===== src/rtl/wb_chan_fanout_if.sv =====
// Bus bundle for wb_chan_fanout: upstream Wishbone target side
// plus the shared/per-channel downstream initiator side.
interface wb_chan_fanout_if #(
  parameter int NUM_CHANNELS = 8,
  parameter int ADDR_WIDTH   = 22,
  parameter int DATA_WIDTH   = 32,
  parameter int CHAN_LSB     = 8
);
  logic                           wb_s_cyc_i;
  logic                           wb_s_stb_i;
  logic                           wb_s_we_i;
  logic [ADDR_WIDTH-1:0]          wb_s_adr_i;
  logic [DATA_WIDTH-1:0]          wb_s_dat_i;
  logic [DATA_WIDTH/8-1:0]        wb_s_sel_i;
  logic [DATA_WIDTH-1:0]          wb_s_dat_o;
  logic                           wb_s_ack_o;
  logic                           wb_s_err_o;
  logic                           wb_s_rty_o;

  logic [NUM_CHANNELS-1:0]        wb_m_cyc_o;
  logic [NUM_CHANNELS-1:0]        wb_m_stb_o;
  logic                           wb_m_we_o;
  logic [CHAN_LSB-1:0]            wb_m_adr_o;
  logic [DATA_WIDTH-1:0]          wb_m_dat_o;
  logic [DATA_WIDTH/8-1:0]        wb_m_sel_o;
  logic [NUM_CHANNELS*DATA_WIDTH-1:0] wb_m_dat_i;
  logic [NUM_CHANNELS-1:0]        wb_m_ack_i;
  logic [NUM_CHANNELS-1:0]        wb_m_err_i;
  logic [NUM_CHANNELS-1:0]        wb_m_rty_i;

  modport slave (
    input  wb_s_cyc_i, wb_s_stb_i, wb_s_we_i,
    input  wb_s_adr_i, wb_s_dat_i, wb_s_sel_i,
    output wb_s_dat_o, wb_s_ack_o, wb_s_err_o, wb_s_rty_o,
    output wb_m_cyc_o, wb_m_stb_o, wb_m_we_o,
    output wb_m_adr_o, wb_m_dat_o, wb_m_sel_o,
    input  wb_m_dat_i, wb_m_ack_i, wb_m_err_i, wb_m_rty_i
  );

  modport master (
    output wb_s_cyc_i, wb_s_stb_i, wb_s_we_i,
    output wb_s_adr_i, wb_s_dat_i, wb_s_sel_i,
    input  wb_s_dat_o, wb_s_ack_o, wb_s_err_o, wb_s_rty_o,
    input  wb_m_cyc_o, wb_m_stb_o, wb_m_we_o,
    input  wb_m_adr_o, wb_m_dat_o, wb_m_sel_o,
    output wb_m_dat_i, wb_m_ack_i, wb_m_err_i, wb_m_rty_i
  );
endinterface


===== src/rtl/wb_chan_fanout.sv =====
// Registered Wishbone fan-out, one target to NUM_CHANNELS initiators.
// Optional broadcast write (all-ones index): WB_FANOUT_BROADCAST_EN.
module wb_chan_fanout #(
  parameter int NUM_CHANNELS   = 8,
  parameter int ADDR_WIDTH     = 22,
  parameter int DATA_WIDTH     = 32,
  parameter int CHAN_LSB       = 8,
  parameter int CHAN_BITS      = 3,
  parameter int TIMEOUT_CYCLES = 255
) (
  input logic             wb_clk_i,
  input logic             wb_rst_ni,
  wb_chan_fanout_if.slave bus
);
  localparam int NC = NUM_CHANNELS;
  localparam int DW = DATA_WIDTH;
  localparam int SW = DATA_WIDTH / 8;
  localparam int TW = $clog2(TIMEOUT_CYCLES + 1);

  typedef enum logic [1:0] {IDLE, REQ, RESP} state_t;
  typedef enum logic [1:0] {RSP_ACK, RSP_ERR, RSP_RTY} rsp_t;

  state_t               r_state, w_state;
  rsp_t                 r_rsp, w_rsp;
  logic [NC-1:0]        r_mask, w_mask;
  logic [TW-1:0]        r_timer, w_timer;
  logic                 r_err, w_err;
  logic                 r_rty, w_rty;
  logic                 r_bcast, w_bcast;
  logic [CHAN_BITS-1:0] r_idx, w_idx_q;
  logic [CHAN_LSB-1:0]  r_adr, w_adr;
  logic [DW-1:0]        r_wdat, w_wdat;
  logic [DW-1:0]        r_rdat, w_rdat;
  logic [SW-1:0]        r_sel, w_sel;
  logic                 r_we, w_we;

  logic [CHAN_BITS-1:0] w_idx;
  logic [NC-1:0]        w_onehot;
  logic [NC-1:0]        w_ackc, w_errc, w_rtyc, w_hit;
  logic [DW-1:0]        w_chdat;
  logic                 w_req, w_inrange, w_bc_hit, w_tmo;
  logic                 w_unused;

  assign w_idx     = bus.wb_s_adr_i[CHAN_LSB +: CHAN_BITS];
  assign w_req     = bus.wb_s_cyc_i & bus.wb_s_stb_i;
  assign w_inrange = int'(w_idx) < NC;
  assign w_tmo     = (r_timer == TW'(TIMEOUT_CYCLES - 1));
  // Address bits above the channel field are don't-care.
  assign w_unused  = ^bus.wb_s_adr_i;

`ifdef WB_FANOUT_BROADCAST_EN
  assign w_bc_hit = (&w_idx) & bus.wb_s_we_i;
`else
  assign w_bc_hit = 1'b0;
`endif

  // Per-channel response after ack > err > rty priority, pending only.
  assign w_ackc = bus.wb_m_ack_i & r_mask;
  assign w_errc = bus.wb_m_err_i & r_mask & ~bus.wb_m_ack_i;
  assign w_rtyc = bus.wb_m_rty_i & r_mask
                & ~bus.wb_m_ack_i & ~bus.wb_m_err_i;
  assign w_hit  = w_ackc | w_errc | w_rtyc;

  // Channel decode and read-data mux for the latched index.
  always_comb begin
    w_onehot = '0;
    w_chdat  = '0;
    for (int k = 0; k < NC; k++) begin
      w_onehot[k] = (w_idx == CHAN_BITS'(k));
      if (r_idx == CHAN_BITS'(k))
        w_chdat = bus.wb_m_dat_i[k*DW +: DW];
    end
  end

  // Next-state: accept, wait for the pending mask to drain, respond.
  always_comb begin
    w_state = r_state;
    w_rsp   = r_rsp;
    w_mask  = r_mask;
    w_timer = r_timer;
    w_err   = r_err;
    w_rty   = r_rty;
    w_bcast = r_bcast;
    w_idx_q = r_idx;
    w_adr   = r_adr;
    w_wdat  = r_wdat;
    w_rdat  = r_rdat;
    w_sel   = r_sel;
    w_we    = r_we;
    unique case (r_state)
      IDLE: begin
        if (w_req) begin
          w_idx_q = w_idx;
          w_adr   = bus.wb_s_adr_i[CHAN_LSB-1:0];
          w_wdat  = bus.wb_s_dat_i;
          w_sel   = bus.wb_s_sel_i;
          w_we    = bus.wb_s_we_i;
          w_timer = '0;
          w_err   = 1'b0;
          w_rty   = 1'b0;
          w_bcast = w_bc_hit;
          if (w_bc_hit) begin
            w_mask  = '1;
            w_state = REQ;
          end else if (w_inrange) begin
            w_mask  = w_onehot;
            w_state = REQ;
          end else begin
            w_state = RESP;
            w_rsp   = RSP_ERR;
            w_rdat  = '0;
          end
        end
      end
      REQ: begin
        if (!bus.wb_s_cyc_i) begin
          w_state = IDLE;
          w_mask  = '0;
        end else begin
          w_mask  = r_mask & ~w_hit;
          w_err   = r_err | (|w_errc);
          w_rty   = r_rty | (|w_rtyc);
          w_timer = r_timer + 1'b1;
          if (w_mask == '0) begin
            w_state = RESP;
            w_rsp   = w_err ? RSP_ERR
                    : w_rty ? RSP_RTY : RSP_ACK;
            w_rdat  = r_bcast ? '0 : w_chdat;
          end else if (w_tmo) begin
            w_state = RESP;
            w_rsp   = RSP_ERR;
            w_mask  = '0;
            w_rdat  = '0;
          end
        end
      end
      RESP:    w_state = IDLE;
      default: w_state = IDLE;
    endcase
  end

  // State and latched transaction fields.
  always_ff @(posedge wb_clk_i or negedge wb_rst_ni) begin
    if (!wb_rst_ni) begin
      r_state <= IDLE;
      r_rsp   <= RSP_ACK;
      r_mask  <= '0;
      r_timer <= '0;
      r_err   <= 1'b0;
      r_rty   <= 1'b0;
      r_bcast <= 1'b0;
      r_idx   <= '0;
      r_adr   <= '0;
      r_wdat  <= '0;
      r_rdat  <= '0;
      r_sel   <= '0;
      r_we    <= 1'b0;
    end else begin
      r_state <= w_state;
      r_rsp   <= w_rsp;
      r_mask  <= w_mask;
      r_timer <= w_timer;
      r_err   <= w_err;
      r_rty   <= w_rty;
      r_bcast <= w_bcast;
      r_idx   <= w_idx_q;
      r_adr   <= w_adr;
      r_wdat  <= w_wdat;
      r_rdat  <= w_rdat;
      r_sel   <= w_sel;
      r_we    <= w_we;
    end
  end

  assign bus.wb_m_cyc_o = r_mask;
  assign bus.wb_m_stb_o = r_mask;
  assign bus.wb_m_we_o  = r_we;
  assign bus.wb_m_adr_o = r_adr;
  assign bus.wb_m_dat_o = r_wdat;
  assign bus.wb_m_sel_o = r_sel;
  assign bus.wb_s_dat_o = r_rdat;
  assign bus.wb_s_ack_o = (r_state == RESP) && (r_rsp == RSP_ACK);
  assign bus.wb_s_err_o = (r_state == RESP) && (r_rsp == RSP_ERR);
  assign bus.wb_s_rty_o = (r_state == RESP) && (r_rsp == RSP_RTY);
endmodule

===== src/flat_wrapper.sv =====
// flat-port wrapper written by rule: the top's interface ports become plain ports
module wb_chan_fanout_flat 
#(
  parameter int NUM_CHANNELS   = 8,
  parameter int ADDR_WIDTH     = 22,
  parameter int DATA_WIDTH     = 32,
  parameter int CHAN_LSB       = 8,
  parameter int CHAN_BITS      = 3,
  parameter int TIMEOUT_CYCLES = 255
)
  (wb_clk_i, wb_rst_ni, bus_wb_s_cyc_i, bus_wb_s_stb_i, bus_wb_s_we_i, bus_wb_s_adr_i, bus_wb_s_dat_i, bus_wb_s_sel_i, bus_wb_s_dat_o, bus_wb_s_ack_o, bus_wb_s_err_o, bus_wb_s_rty_o, bus_wb_m_cyc_o, bus_wb_m_stb_o, bus_wb_m_we_o, bus_wb_m_adr_o, bus_wb_m_dat_o, bus_wb_m_sel_o, bus_wb_m_dat_i, bus_wb_m_ack_i, bus_wb_m_err_i, bus_wb_m_rty_i);
  wb_chan_fanout_if #(.NUM_CHANNELS(NUM_CHANNELS), .ADDR_WIDTH(ADDR_WIDTH), .DATA_WIDTH(DATA_WIDTH), .CHAN_LSB(CHAN_LSB)) bus_i ();
  input logic wb_clk_i;
  input logic wb_rst_ni;
  input wire logic [$bits(bus_i.wb_s_cyc_i)-1:0] bus_wb_s_cyc_i;
  input wire logic [$bits(bus_i.wb_s_stb_i)-1:0] bus_wb_s_stb_i;
  input wire logic [$bits(bus_i.wb_s_we_i)-1:0] bus_wb_s_we_i;
  input wire logic [$bits(bus_i.wb_s_adr_i)-1:0] bus_wb_s_adr_i;
  input wire logic [$bits(bus_i.wb_s_dat_i)-1:0] bus_wb_s_dat_i;
  input wire logic [$bits(bus_i.wb_s_sel_i)-1:0] bus_wb_s_sel_i;
  output wire logic [$bits(bus_i.wb_s_dat_o)-1:0] bus_wb_s_dat_o;
  output wire logic [$bits(bus_i.wb_s_ack_o)-1:0] bus_wb_s_ack_o;
  output wire logic [$bits(bus_i.wb_s_err_o)-1:0] bus_wb_s_err_o;
  output wire logic [$bits(bus_i.wb_s_rty_o)-1:0] bus_wb_s_rty_o;
  output wire logic [$bits(bus_i.wb_m_cyc_o)-1:0] bus_wb_m_cyc_o;
  output wire logic [$bits(bus_i.wb_m_stb_o)-1:0] bus_wb_m_stb_o;
  output wire logic [$bits(bus_i.wb_m_we_o)-1:0] bus_wb_m_we_o;
  output wire logic [$bits(bus_i.wb_m_adr_o)-1:0] bus_wb_m_adr_o;
  output wire logic [$bits(bus_i.wb_m_dat_o)-1:0] bus_wb_m_dat_o;
  output wire logic [$bits(bus_i.wb_m_sel_o)-1:0] bus_wb_m_sel_o;
  input wire logic [$bits(bus_i.wb_m_dat_i)-1:0] bus_wb_m_dat_i;
  input wire logic [$bits(bus_i.wb_m_ack_i)-1:0] bus_wb_m_ack_i;
  input wire logic [$bits(bus_i.wb_m_err_i)-1:0] bus_wb_m_err_i;
  input wire logic [$bits(bus_i.wb_m_rty_i)-1:0] bus_wb_m_rty_i;
  assign bus_i.wb_s_cyc_i = bus_wb_s_cyc_i;
  assign bus_i.wb_s_stb_i = bus_wb_s_stb_i;
  assign bus_i.wb_s_we_i = bus_wb_s_we_i;
  assign bus_i.wb_s_adr_i = bus_wb_s_adr_i;
  assign bus_i.wb_s_dat_i = bus_wb_s_dat_i;
  assign bus_i.wb_s_sel_i = bus_wb_s_sel_i;
  assign bus_wb_s_dat_o = bus_i.wb_s_dat_o;
  assign bus_wb_s_ack_o = bus_i.wb_s_ack_o;
  assign bus_wb_s_err_o = bus_i.wb_s_err_o;
  assign bus_wb_s_rty_o = bus_i.wb_s_rty_o;
  assign bus_wb_m_cyc_o = bus_i.wb_m_cyc_o;
  assign bus_wb_m_stb_o = bus_i.wb_m_stb_o;
  assign bus_wb_m_we_o = bus_i.wb_m_we_o;
  assign bus_wb_m_adr_o = bus_i.wb_m_adr_o;
  assign bus_wb_m_dat_o = bus_i.wb_m_dat_o;
  assign bus_wb_m_sel_o = bus_i.wb_m_sel_o;
  assign bus_i.wb_m_dat_i = bus_wb_m_dat_i;
  assign bus_i.wb_m_ack_i = bus_wb_m_ack_i;
  assign bus_i.wb_m_err_i = bus_wb_m_err_i;
  assign bus_i.wb_m_rty_i = bus_wb_m_rty_i;
  wb_chan_fanout #(.NUM_CHANNELS(NUM_CHANNELS), .ADDR_WIDTH(ADDR_WIDTH), .DATA_WIDTH(DATA_WIDTH), .CHAN_LSB(CHAN_LSB), .CHAN_BITS(CHAN_BITS), .TIMEOUT_CYCLES(TIMEOUT_CYCLES)) u_core (.wb_clk_i(wb_clk_i), .wb_rst_ni(wb_rst_ni), .bus(bus_i));
endmodule

===== config.mk =====
export PLATFORM = sky130hd
export DESIGN_NAME = wb_chan_fanout_flat
export DESIGN_NICKNAME = d
export VERILOG_FILES = /design/src/rtl/wb_chan_fanout_if.sv /design/src/rtl/wb_chan_fanout.sv /design/src/flat_wrapper.sv
export SDC_FILE = /design/constraint.sdc
export NUM_CORES = 1
export LEC_CHECK = 0
export CORE_AREA = 2 2 171 173
export DETAILED_ROUTE_END_ITERATION = 16
export DIE_AREA = 0 0 173 175
export PLACE_DENSITY_LB_ADDON = 0.3
export SLEW_MARGIN = 15
export SYNTH_ARGS = -nofsm -noshare
export SYNTH_HDL_FRONTEND = slang
export SYNTH_SLANG_ARGS = --single-unit

===== constraint.sdc =====
create_clock -name wb_clk_i -period 2.5 [get_ports wb_clk_i]
set_input_delay 0.25 -clock wb_clk_i [delete_from_list [all_inputs] [get_ports wb_clk_i]]
set_output_delay 0.25 -clock wb_clk_i [all_outputs]
set_load 0.01 [all_outputs]

## Yosys cells after proc, flatten, opt, wreduce, memory -nomap -nowiden

Cells that the tools add are included.

- Div/mod/pow operators: 0
- Bitwise operators: 15
- Order comparisons: 0
- Reductions and logical operators: 17
- Eq/ne operators: 22
- Multiplexer cells: 32
- Shift operators: 0
- Add/subtract/negate cells: 1
- $mul: 0

Operator list:

| kind | number |
|---|---|
| 2-to-1 mux 32 bit | 10 |
| bitwise AND 8 bit | 7 |
| 2-to-1 mux 8 bit | 6 |
| case mux 8 bit (2 select lines) | 2 |
| == test 3 bit, second input constant | 8 |
| NOT 8 bit | 3 |
| 2-to-1 mux 2 bit | 8 |
| OR 8 bit | 2 |
| OR reduction 8 bit | 2 |
| == test 3 x 2 -> 1 bit, second input constant | 4 |
| adder 8 x 1 -> 8 bit, second input constant | 1 |
| == test 8 bit, second input constant | 1 |
| zero test 8 bit | 1 |
| == test 3 x 1 -> 1 bit, second input constant | 2 |
| zero test 3 bit | 2 |
| AND reduction 2 bit | 3 |
| AND reduction 3 bit | 2 |
| == test 2 x 1 -> 1 bit, second input constant | 2 |
| == test 2 bit, second input constant | 2 |
| zero test 2 bit | 2 |
| inequality test 4 x 2 -> 1 bit, second input constant | 1 |
| case mux 1 bit (2 select lines) | 2 |
| case mux 2 bit (2 select lines) | 1 |
| nonzero test 2 bit | 2 |
| other kinds (6) | 11 |

- Bits in latches: 0
- Output and inout bits: 96
- Memories: 0
- Input port bits: 343
- Memory bits (writable): 0
- Register bits after elaboration: 102
- ROM bits: 0
- Word-level logic and storage cells: 99

## Depth between registers and ports, before layout

Gate-level depths: netlist of the first run.

- Depth after elaboration: 10
- Mapped depth: 8
- Depth with buffers taken out: 7

## Worst setup path before layout of the first run

No wires, ideal clock.

- Kind: reg-to-reg
- From: register u_core.r_mask[2], in the netlist u_core.bus.wb_m_cyc_o[2]
- To: register u_core.r_rdat[11], in the netlist u_core.bus.wb_s_dat_o[11]
- Arrival: 1667 ps
- Stages on the path, launching flop included: 8
- Clock period less this slack: 1789 ps
- Buffers on the path: 2
- Data required time: 2378 ps
- Library setup time: 122 ps
- Setup slack: 711 ps
- Cell sequence: dfrtp_1 -> nor4b_2 -> nor4_4 -> a21oi_1 -> nand2b_1 -> buf_6 -> buf_6 -> a32o_1

- Longest elaborated chain between the ends: 9
- Elaborated cells between the ends (all ways): 14
- Those cells by class: mux (1); bitwise (10); reduce/logical (3)

RTL lines:

| element | line | source |
|---|---|---|
| start: declaration | wb_chan_fanout.sv:25 | `logic [NC-1:0] r_mask, w_mask;` |
| start signal: assignment | wb_chan_fanout.sv:161 | `r_mask <= w_mask;` |
| bitwise AND 8 bit, on equally long branches | wb_chan_fanout.sv:59, wb_chan_fanout.sv:60 |  |
| bitwise AND 8 bit, on equally long branches | wb_chan_fanout.sv:59, wb_chan_fanout.sv:61 |  |
| OR 8 bit / bitwise AND 8 bit (equally long branches) | wb_chan_fanout.sv:62, wb_chan_fanout.sv:61 |  |
| OR 8 bit | wb_chan_fanout.sv:62 | `assign w_hit = w_ackc \| w_errc \| w_rtyc;` |
| NOT 8 bit | wb_chan_fanout.sv:120 | `w_mask = r_mask & ~w_hit;` |
| bitwise AND 8 bit (*) | wb_chan_fanout.sv:120 |  |
| zero test 8 bit (*) | wb_chan_fanout.sv:124 | `if (w_mask == '0) begin` |
| nonzero test 2 bit (no source line) | - |  |
| AND reduction 3 bit (no source line) | - |  |
| end signal: assignment | wb_chan_fanout.sv:169 | `r_rdat <= w_rdat;` |
| end: declaration | wb_chan_fanout.sv:33 | `logic [DW-1:0] r_rdat, w_rdat;` |

Every way passes the cells marked *; elsewhere a longest branch is shown, timed or not.
A chain may end at the register's enable or synchronous reset.

## Worst setup path after layout of the first run

- From: register u_core.r_mask[4], in the netlist u_core.bus.wb_m_cyc_o[4]
- To: register u_core.r_rdat[2], in the netlist u_core.bus.wb_s_dat_o[2]

The elaborated chain is that of the path after synthesis.

==> metrics.txt, run 1 <==
sum of overflow across all layers after global routing 0; Final setup violation count 0; highest achievable clock rate approximately 470 MHz; sequential cell area fraction in the yosys report 39.7%; CP max stage cell sky130_fd_sc_hd__dfrtp_1; via count of the first global-routing pass ~7000; Routed Antenna Nets 0; minimum clock period after layout between 2000 and 2500 ps; top cell type by total area after synthesis sky130_fd_sc_hd__dfrtp_1; detailed placement HPWL 23.8 mm; EDFF count, synth 0; Synth top area share 39.7%; Distinct cells, synth 45; row cnt 62; Tightest Pin Transition ~640 ps; per-cell routed wire length 20.9 um; maximum vdd ir drop 0.000284 V; CP Cell Sequence nor4b_2 -> buf_4 -> nor4_4 -> a21oi_1 -> nand2b_2 -> buf_4 -> a22o_1; mean number of vias per cell 4.63; H-tree depth 3; Post-CTS Repair Setup Buffers 0; clock sink count 102; required time at the worst-slack endpoint 2750 ps; total cell area at the placement stage 11200 um^2; slew margin rel. 57.1%; worst stage delay on the critical path approximately 440 ps; largest cells by area after synthesis sky130_fd_sc_hd__dfrtp_1, sky130_fd_sc_hd__mux4_2, sky130_fd_sc_hd__nand2_1; Seq cells post-synth 102; most instantiated flip-flop cell in the synthesis netlist sky130_fd_sc_hd__dfrtp_1; number of antenna violations at the first check in global routing 13; number of cells in the finished layout apart from fillers ~1400; most frequent cell on the critical path sky130_fd_sc_hd__buf_4; layout cell share with drive strength beyond 1 between 10% and 20%; Net Count, Synth 944; minimum hold slack roughly 340 ps; total track usage 19.2%; die width approximately 170 um; Setup TNS Final 0 ps; class of the worst hold path in2async; top-level port count 439; Final Cycle Share 84.9%; # fillers 2811; async set-or-reset flop fraction in the synthesized netlist 100%; unrepaired setup endpoints after global routing false; Pins Over Slew Limit 0; netlist area before placement 6420 um^2; worst setup slack before clock tree synthesis roughly 160 ps; commonest cells after routing, fill and taps aside sky130_fd_sc_hd__clkdlybuf4s50_1, sky130_fd_sc_hd__nand2_1, sky130_fd_sc_hd__dfrtp_1, sky130_fd_sc_hd__mux4_2, sky130_fd_sc_hd__mux2i_1; final routed DRC violation total 0; area of the core region about 28000 um^2; Finished Core Util 40.6%; Max Cap Viol 0; leading cell type in the layout, fill and taps excluded sky130_fd_sc_hd__clkdlybuf4s50_1; Fin. Hold Viols 0; sum of internal, switching and leakage power 8.06 mW; critical path fanouts, max 7; TritonCTS Buffers 9; Worst Slack Setup Final 379 ps; arrival time of the worst setup path roughly 2400 ps; Total Wirelength 29.5 mm; Cell Count Post-Placement 1383; largest net degree at the start of global routing 57; capturing element type of the critical path register; Area growth, synth to finish 79.6%; CTS tree built; leakage power 4.64 nW; power density relative to cell area around 700 nW/um^2; Detailed Route Iter0 Violations approximately 260; wire length of the first global-routing pass 44.0 mm; overall die area 30300 um^2; Clock Tree Root sky130_fd_sc_hd__clkbuf_16; number of warnings printed during yosys synthesis 0; total of buffers placed on input and output ports 427; via total after detailed routing 6523; fin area 11500 um^2; router iterations before antenna repair 7; worst setup path category reg2reg; number of buffers between clock root and the deepest sink 2; placer's final routability congestion estimate 0.871; average instance area after synthesis 10.7 um^2; Initial Utilization 22.6%; Layout Nets about 1400; run status finished clean; Die Height 175 um; category of the worst setup path launch point register; clock transition time at the flip-flop clock pins of the worst setup and hold paths about 100 ps; clk_lat worst skew 370 ps; Cells after Synth 599; Max Clock Skew 19.9 ps
[power breakdown]
| group | internal, mW | switching (mW) | leakage, nW |
|---|---|---|---|
| combinational | 2.36 | 1.60 | 3.21 |
| sequential | 2.16 | 0.424 | 1.28 |
| clock | 0.725 | 0.793 | 0.152 |
| total | 5.25 | 2.82 | 4.64 |
[cell usage after synthesis (6+ instances only)]
cell and count:
sky130_fd_sc_hd__nor2_1 21, sky130_fd_sc_hd__a32oi_1 6, sky130_fd_sc_hd__mux2_2 6, sky130_fd_sc_hd__nand2_1 157, sky130_fd_sc_hd__buf_4 12, sky130_fd_sc_hd__inv_1 6
sky130_fd_sc_hd__buf_2 12, sky130_fd_sc_hd__nand3b_1 12, sky130_fd_sc_hd__o21ai_0 12, sky130_fd_sc_hd__mux2i_1 45, sky130_fd_sc_hd__mux4_2 51, sky130_fd_sc_hd__nand3_1 8
sky130_fd_sc_hd__a21oi_1 34, sky130_fd_sc_hd__dfrtp_1 102, sky130_fd_sc_hd__o2bb2ai_1 29, sky130_fd_sc_hd__nor4b_2 7, sky130_fd_sc_hd__clkbuf_1 21, sky130_fd_sc_hd__nor4bb_1 7
[final timing paths]
kind	endpoint	cells past startpoint	from	slack, ps
max	u_core.bus.wb_s_dat_o[2]$_DFFE_PN0P_	7	u_core.bus.wb_m_cyc_o[4]$_DFFE_PN0P_	380
min	u_core.bus.wb_m_dat_o[18]$_DFFE_PN0P_	2	wb_rst_ni	340
max reg2reg	u_core.bus.wb_s_dat_o[2]$_DFFE_PN0P_	7	u_core.bus.wb_m_cyc_o[4]$_DFFE_PN0P_	380
min reg2reg	u_core.bus.wb_m_dat_o[30]$_DFFE_PN0P_	2	u_core.bus.wb_m_dat_o[30]$_DFFE_PN0P_	470
max in group asynchronous	u_core.bus.wb_s_dat_o[15]$_DFFE_PN0P_	3	wb_rst_ni	1470
min in group wb_clk_i	u_core.bus.wb_m_sel_o[3]$_DFFE_PN0P_	3	bus_wb_s_sel_i[3]	410
[state kept, by name (all words and copies together), names as in the netlist]
signal and count:
u_core.r_rty 1, u_core.bus.wb_s_dat_o 32, u_core.bus.wb_m_adr_o 8, u_core.bus.wb_m_cyc_o 8, u_core.r_err 1, u_core.bus.wb_m_we_o 1
u_core.r_idx 3, u_core.r_timer 8, u_core.r_rsp 2, u_core.bus.wb_m_sel_o 4, u_core.bus.wb_m_dat_o 32, u_core.r_state 2
[critical path: cells and delay by family (launching register included)]
family | cells | cell delay [ps]
compound gates | 2 | 350
buf+inv | 2 | 370
flops | 1 | 440
simple gates | 3 | 850
[what timing repair did]
action | CTS | global route
gates resized for setup | 0 | 0
hold buffers | 1 | 0
endpoints found under the hold margin | 27 | 0
[per-layer routing]
metal  GRT usage [%]  vias up  part of all wire (%)
li1                -     3040                     -
met1            21.3     3135                    38
met2            33.8      302                    51
met3            7.66       38                   9.0
met4            6.11        8                   2.2
met5               0        -                  0.23
[cells by family (layout without fill, tap and decap cells)]
kind of cell    count (synthesis)  after routing  synth area share, %
compound gates                 97             97                 10.6
xor+xnor                        4              4                0.545
fa+ha+maj                       2              2                0.389
buf+inv                        57            474                 4.50
flops                         102            102                 39.7
mux                           102            102                 25.9
other cells                     0              9                    0
simple gates                  235            235                 18.3
[layout make-up]
cell class / instances / area [um^2] / share of cell area (%)
clock inverter: 7 / 91.3 / 0.792
antenna: 9 / 22.5 / 0.195
clock buffer: 9 / 225 / 1.95
timing repair buffer: 451 / 4540 / 39.4
multi-input combinational: 440 / 3590 / 31.1
tap: 384 / 480 / 4.16
sequential: 102 / 2560 / 22.2
inverter: 7 / 26.3 / 0.228
No activity file was read; power rests on OpenSTA's default activity.
==> run 2, diff against run 1 <==
Settings changed: CORE_AREA 2 2 171 173 to 2 2 173 175, DIE_AREA 0 0 173 175 to 0 0 175 177.
Clock period 2.5 ns to 2.1 ns, I/O delays scaled along.
==> run 2 against run 1 <==
  * Clock power is 16% higher
  * Wire length grew 4.7%
  * Design area is 2.9% higher
  * Count of clock-buffer cells in the layout did not move
  * Final cell count grew 2.8%
  * Largest cell class unchanged
  * Largest power group unchanged
==> metrics.txt, run 2 (synthesized netlist as in run 1, its figures left out) <==
unrepaired setup endpoints after global routing false; leakage power 4.87 nW (+5.0%); top-level port count 439 (unchanged); power dissipated by switching net loads 3.39 mW (+21%); Total Wirelength 30.9 mm (+4.7%); slew margin rel. 63.4% (+6.3 points); layout cell share with drive strength beyond 1 14.8% (+3.5 points); leading cell type in the layout, fill and taps excluded sky130_fd_sc_hd__clkdlybuf4s50_1; Max Cap Viol 0 (unchanged); Pins Over Slew Limit 0 (unchanged); part of the power in registers 30.6% (-1.4 points); # fillers 2884 (+2.6%); Tightest Pin Transition 549 ps (-92.8 ps); arrival time of the worst setup path 1820 ps (-550 ps); Final Cycle Share 96.8%; area of the core region 29200 um^2 (+3.0%); largest net degree at the start of global routing 52 (-8.8%); capturing element type of the critical path output pin; sum of internal, switching and leakage power 9.78 mW (+21%); Detailed Route Iter0 Violations 244 (-6.5%); CP Cell Sequence nor4b_2 -> buf_4 -> clkdlybuf4s50_1; placer's final routability congestion estimate 0.871 (about the same); sequential standard cell area 2560 um^2 (about the same); worst setup path category reg2out; Routed Antenna Nets 0 (unchanged); Setup TNS Final 0 ps (unchanged); die width 175 um (+1.2%); critical path fanouts, max 6 (-1); final routed DRC violation total 0 (unchanged); combinational share of power 51.3% (+2.2 points); commonest cells after routing, fill and taps aside sky130_fd_sc_hd__clkdlybuf4s50_1, sky130_fd_sc_hd__nand2_1, sky130_fd_sc_hd__dfrtp_1, sky130_fd_sc_hd__mux4_2, sky130_fd_sc_hd__buf_4; CTS tree built; number of buffers between clock root and the deepest sink 2 (unchanged); run status finished clean; highest achievable clock rate about 490 MHz; class of the worst hold path in2reg; wire length of the first global-routing pass 44.3 mm (+0.77%); total area of multi-input combinational cells 3630 um^2 (+1.0%); category of the worst setup path launch point register; minimum hold slack 360 ps (+21.7 ps); sum of overflow across all layers after global routing 0 (unchanged); minimum clock period after layout 2030 ps; worst setup slack before clock tree synthesis -165 ps (-330 ps); via total after detailed routing 6649 (+1.9%); P_int 6.39 mW (+22%); total cell area at the placement stage 11500 um^2 (+2.7%); required time at the worst-slack endpoint 1890 ps (-860 ps); mean number of vias per cell 4.59 (-0.81%); Fin. Hold Viols 0 (unchanged); clk_lat worst skew 370 ps (about the same); Max Clock Skew 12.5 ps (-7.36 ps); total of buffers placed on input and output ports 427 (unchanged); clock sink count 102 (unchanged); Layout Nets 1391 (+2.6%); fin area 11900 um^2 (+2.9%); total track usage 19.4% (+0.22 points); Worst Slack Setup Final 66.9 ps (-312 ps); clock transition time at the flip-flop clock pins of the worst setup and hold paths 90 ps (about the same); Clock power frac 18.1% (-0.7 points); detailed placement HPWL 24.5 mm (+3.2%); Final setup violation count 0 (unchanged); Area growth, synth to finish 84.8%; H-tree depth 3 (unchanged); router iterations before antenna repair 4 (-3); number of antenna violations at the first check in global routing 9 (-4); power density relative to cell area 824 nW/um^2 (+18%); maximum vdd ir drop 0.000396 V (+39%); worst stage delay on the critical path 530 ps (+90 ps); overall die area 31000 um^2 (+2.3%); CP max stage cell sky130_fd_sc_hd__clkdlybuf4s50_1; Clock Tree Root sky130_fd_sc_hd__clkbuf_16; Switching Fraction 34.7% (-0.23 points); per-cell routed wire length 21.3 um (+1.9%); TritonCTS Buffers 9 (unchanged); Initial Utilization 22.0% (-0.66 points); Die Height 177 um (+1.1%); via count of the first global-routing pass 7000 (-0.46%); row cnt 63 (+1.6%)
-- run 2: cell types whose count changed in the layout (fill, tap and decap cells not counted), sizes merged --
| cell | change |
|---|---|
| clkdlybuf4s50 | -2 |
| buf | +35 |
| dlymetal6s2s | +2 |
| diode | -2 |
-- run 2: power groups by stage --
stage	combinational, mW	clock (mW)	sequential (mW)
after floorplan	2.06	0	3.22
after global placement	5.02	0	3.01
after detailed placement	5.04	0	2.99
after CTS	5.07	1.85	2.98
after global routing	5.39	1.91	3.06
final	5.02	1.77	2.99
-- run 2: layout make-up --
cell class,count,share of cell area (%)
antenna,7,0.148
clock buffer,9,1.90
clock inverter,7,0.653
inverter,7,0.221
multi-input combinational,440,30.6
sequential,102,21.6
tap,390,4.11
timing repair buffer,486,40.8
-- run 2: what timing repair did --
item | in CTS | in global routing
gates resized for setup | 1 | 8
hold buffers | 1 | 0
pin swaps | 1 | 3
hold endpoints to repair | 30 | 0
endpoints found under the setup margin | 1 | 24
buffers inserted | 0 | 2
-- run 2: critical path, delay by kind of cell, from the launching register on --
family / cells / cell delay [ps]
buffers and inverters: 2 / 700
DFF: 1 / 460
and+or+nand+nor: 1 / 310
-- run 2: path summary, 6_finish.rpt --
check	slack [ps]	to	cells past startpoint	start
worst max-delay path	70	bus_wb_s_ack_o	3	u_core.r_state[0]$_DFFE_PN0P_
worst min-delay path	360	u_core.bus.wb_m_adr_o[4]$_DFFE_PN0P_	3	bus_wb_s_adr_i[4]
worst max register to register	150	u_core.bus.wb_s_dat_o[2]$_DFFE_PN0P_	7	u_core.bus.wb_m_cyc_o[5]$_DFFE_PN0P_
worst min register to register	480	u_core.bus.wb_m_dat_o[16]$_DFFE_PN0P_	2	u_core.bus.wb_m_dat_o[16]$_DFFE_PN0P_
max in group asynchronous	1050	u_core.bus.wb_m_adr_o[3]$_DFFE_PN0P_	3	wb_rst_ni
min in group asynchronous	370	u_core.bus.wb_m_dat_o[9]$_DFFE_PN0P_	2	wb_rst_ni
-- run 2: layer usage --
layer / global-route usage (%) / up-vias / part of all wire, %
met2: 35.9 / 295 / 53
met3: 7.56 / 34 / 9.5
met5: 0 / - / 0.087
met1: 20.3 / 3207 / 35
li1: - / 3109 / -
met4: 6.04 / 4 / 2.0
-- run 2: stage by stage --
step                      utilization [%]  std cells
after floorplan                         -        599
after global placement               39.3       1422
after detailed placement             39.3       1422
after CTS                            40.4       1439
after global routing                 40.6       1448
final                                40.6       1448
==> run 3, diff against run 2 <==
Settings changed: TNS_END_PERCENT set to 10.
==> run 3 against run 2 <==
  * Die area is the same
  * Core utilization is 0.15 points lower
  * Register-to-register slack is essentially flat
  * Critical path depth stayed put
  * First-iteration DRC count grew 1.6%
  * Count of clock-buffer cells in the layout stayed put
  * Non-clock buffer count down 2
  * Design area fell by 0.36%
  * Wire length about the same
  * Hold slack barely moved
  * Sequential power about the same
  * Via count decreased by 0.29%
  * Critical path type unchanged
  * Critical endpoint is now bus_wb_s_rty_o
==> metrics.txt, run 3 (synthesized netlist as in run 1, its figures left out) <==
leading cell type in the layout, fill and taps excluded sky130_fd_sc_hd__clkdlybuf4s50_1; die width 175 um (unchanged); CTS tree built; total track usage 19.4% (unchanged); row cnt 63 (unchanged); Layout Nets 1389 (-0.14%); final routed DRC violation total 0 (unchanged); commonest cells after routing, fill and taps aside sky130_fd_sc_hd__clkdlybuf4s50_1, sky130_fd_sc_hd__nand2_1, sky130_fd_sc_hd__dfrtp_1, sky130_fd_sc_hd__mux4_2, sky130_fd_sc_hd__buf_4; Max Clock Skew 12.1 ps (-0.431 ps); Final setup violation count 0 (unchanged); mean number of vias per cell 4.59 (-0.15%); minimum clock period after layout 2010 ps (-18.5 ps); TritonCTS Buffers 9 (unchanged); Clock power frac 18.2% (about the same); # fillers 2884 (unchanged); highest achievable clock rate 496 MHz (+0.92%); maximum vdd ir drop 0.000398 V (+0.71%); Switching Fraction 34.8% (+0.074 points); category of the worst setup path launch point register; worst setup slack before clock tree synthesis -165 ps (unchanged); number of antenna violations at the first check in global routing 9 (unchanged); Routed Antenna Nets 0 (unchanged); H-tree depth 3 (unchanged); overall die area 31000 um^2 (unchanged); largest net degree at the start of global routing 52 (unchanged); Total Wirelength 30.9 mm (about the same); slew margin rel. 63.6% (+0.15 points); combinational share of power 51.2% (about the same); Fin. Hold Viols 0 (unchanged); arrival time of the worst setup path 1800 ps (-20 ps); Worst Slack Setup Final 85.4 ps (+18.5 ps); Initial Utilization 22.0% (unchanged); top-level port count 439 (unchanged); required time at the worst-slack endpoint 1890 ps (about the same); Max Cap Viol 0 (unchanged); router iterations before antenna repair 4 (unchanged); part of the power in registers 30.5% (about the same); clk_lat worst skew 370 ps (about the same); worst setup path category reg2out; Finished Core Util 40.4% (-0.15 points); number of buffers between clock root and the deepest sink 2 (unchanged); Detailed Route Iter0 Violations 248 (+1.6%); class of the worst hold path in2reg; unrepaired setup endpoints after global routing true; power density relative to cell area 825 nW/um^2 (+0.11%); via count of the first global-routing pass 7000 (unchanged); total of buffers placed on input and output ports 427 (unchanged); capturing element type of the critical path output pin; placer's final routability congestion estimate 0.871 (unchanged); layout cell share with drive strength beyond 1 14.4% (-0.45 points); Die Height 177 um (unchanged); critical path fanouts, max 6 (unchanged); Pins Over Slew Limit 0 (unchanged); Final Cycle Share 95.9% (-0.88 points); power dissipated by switching net loads 3.39 mW (about the same); clock transition time at the flip-flop clock pins of the worst setup and hold paths 90 ps (about the same); Clock Tree Root sky130_fd_sc_hd__clkbuf_16; Area growth, synth to finish 84.1%; wire length of the first global-routing pass 44.3 mm (unchanged); detailed placement HPWL 24.5 mm (unchanged); area of the core region 29200 um^2 (unchanged); via total after detailed routing 6630 (-0.29%); Post-CTS Repair Setup Buffers 0 (unchanged); leakage power 4.82 nW (-1.1%); per-cell routed wire length 21.3 um (about the same); clock sink count 102 (unchanged); run status finished clean; Tightest Pin Transition 546 ps (-2.32 ps); P_int 6.36 mW (-0.36%); sum of overflow across all layers after global routing 0 (unchanged)
## run 3: path summary, 6_finish.rpt
path,startpoint,endpoint,slack (ps),cells past startpoint
worst max-delay path,u_core.r_state[0]$_DFFE_PN0P_,bus_wb_s_rty_o,90,3
worst min-delay path,bus_wb_s_adr_i[4],u_core.bus.wb_m_adr_o[4]$_DFFE_PN0P_,360,3
worst max register to register,u_core.bus.wb_m_cyc_o[5]$_DFFE_PN0P_,u_core.bus.wb_s_dat_o[2]$_DFFE_PN0P_,150,7
worst min register to register,u_core.bus.wb_m_dat_o[16]$_DFFE_PN0P_,u_core.bus.wb_m_dat_o[16]$_DFFE_PN0P_,480,2
max in group asynchronous,wb_rst_ni,u_core.bus.wb_m_adr_o[3]$_DFFE_PN0P_,1050,3
min in group asynchronous,wb_rst_ni,u_core.bus.wb_m_dat_o[18]$_DFFE_PN0P_,370,2
## run 3: layout make-up
| cell class | instances | area, um^2 | share of cell area, % |
|---|---|---|---|
| Clock buffer | 9 | 225 | 1.90 |
| Timing Repair Buffer | 484 | 4830 | 40.8 |
| Inverter | 7 | 26.3 | 0.222 |
| Tap cell | 390 | 488 | 4.13 |
| Multi-Input combinational cell | 440 | 3610 | 30.5 |
| Antenna cell | 7 | 17.5 | 0.148 |
| Sequential cell | 102 | 2560 | 21.6 |
| Clock inverter | 7 | 77.6 | 0.656 |
## run 3: metal layers
metal  GRT usage (%)  wire length [um]  vias up
li1                -                 -     3102
met1            20.3             11000     3202
met2            35.9             16300      288
met3            7.56              2930       34
met4            6.04               611        4
met5               0                27        -
## run 3: timing repair
| item | CTS | global route |
|---|---|---|
| endpoints found under the setup margin | 1 | 24 |
| gates resized for setup | 1 | 2 |
| hold buffers | 1 | 0 |
| pin swaps | 1 | 2 |
| hold endpoints to repair | 30 | 0 |
## run 3: worst max-delay path, stage by stage, from the launching register on
cell and delay (ps):
sky130_fd_sc_hd__dfrtp_2 450, sky130_fd_sc_hd__nor4bb_1 300, sky130_fd_sc_hd__buf_4 170, sky130_fd_sc_hd__clkdlybuf4s50_1 520
## run 3: stage by stage
step	cell area (um^2)	setup TNS (ps)	std cells	hold WS [ps]	power, mW
after CTS	11800	0	1439	337	9.90
final	11800	0	1446	360	9.76
after floorplan	6420	0	599	-85.6	5.28
after global placement	11500	-1910	1422	235	8.02
after detailed placement	11500	-2600	1422	240	8.04
after global routing	11800	-53.4	1446	349	10.3
## run 3: power by group through the flow
| stage | Combinational (mW) | Sequential (mW) | Clock [mW] |
|---|---|---|---|
| floorplan | 2.06 | 3.22 | 0 |
| global placement | 5.02 | 3.01 | 0 |
| detailed placement | 5.04 | 2.99 | 0 |
| CTS | 5.07 | 2.98 | 1.85 |
| global route | 5.36 | 3.05 | 1.91 |
| finish | 5.00 | 2.98 | 1.78 |
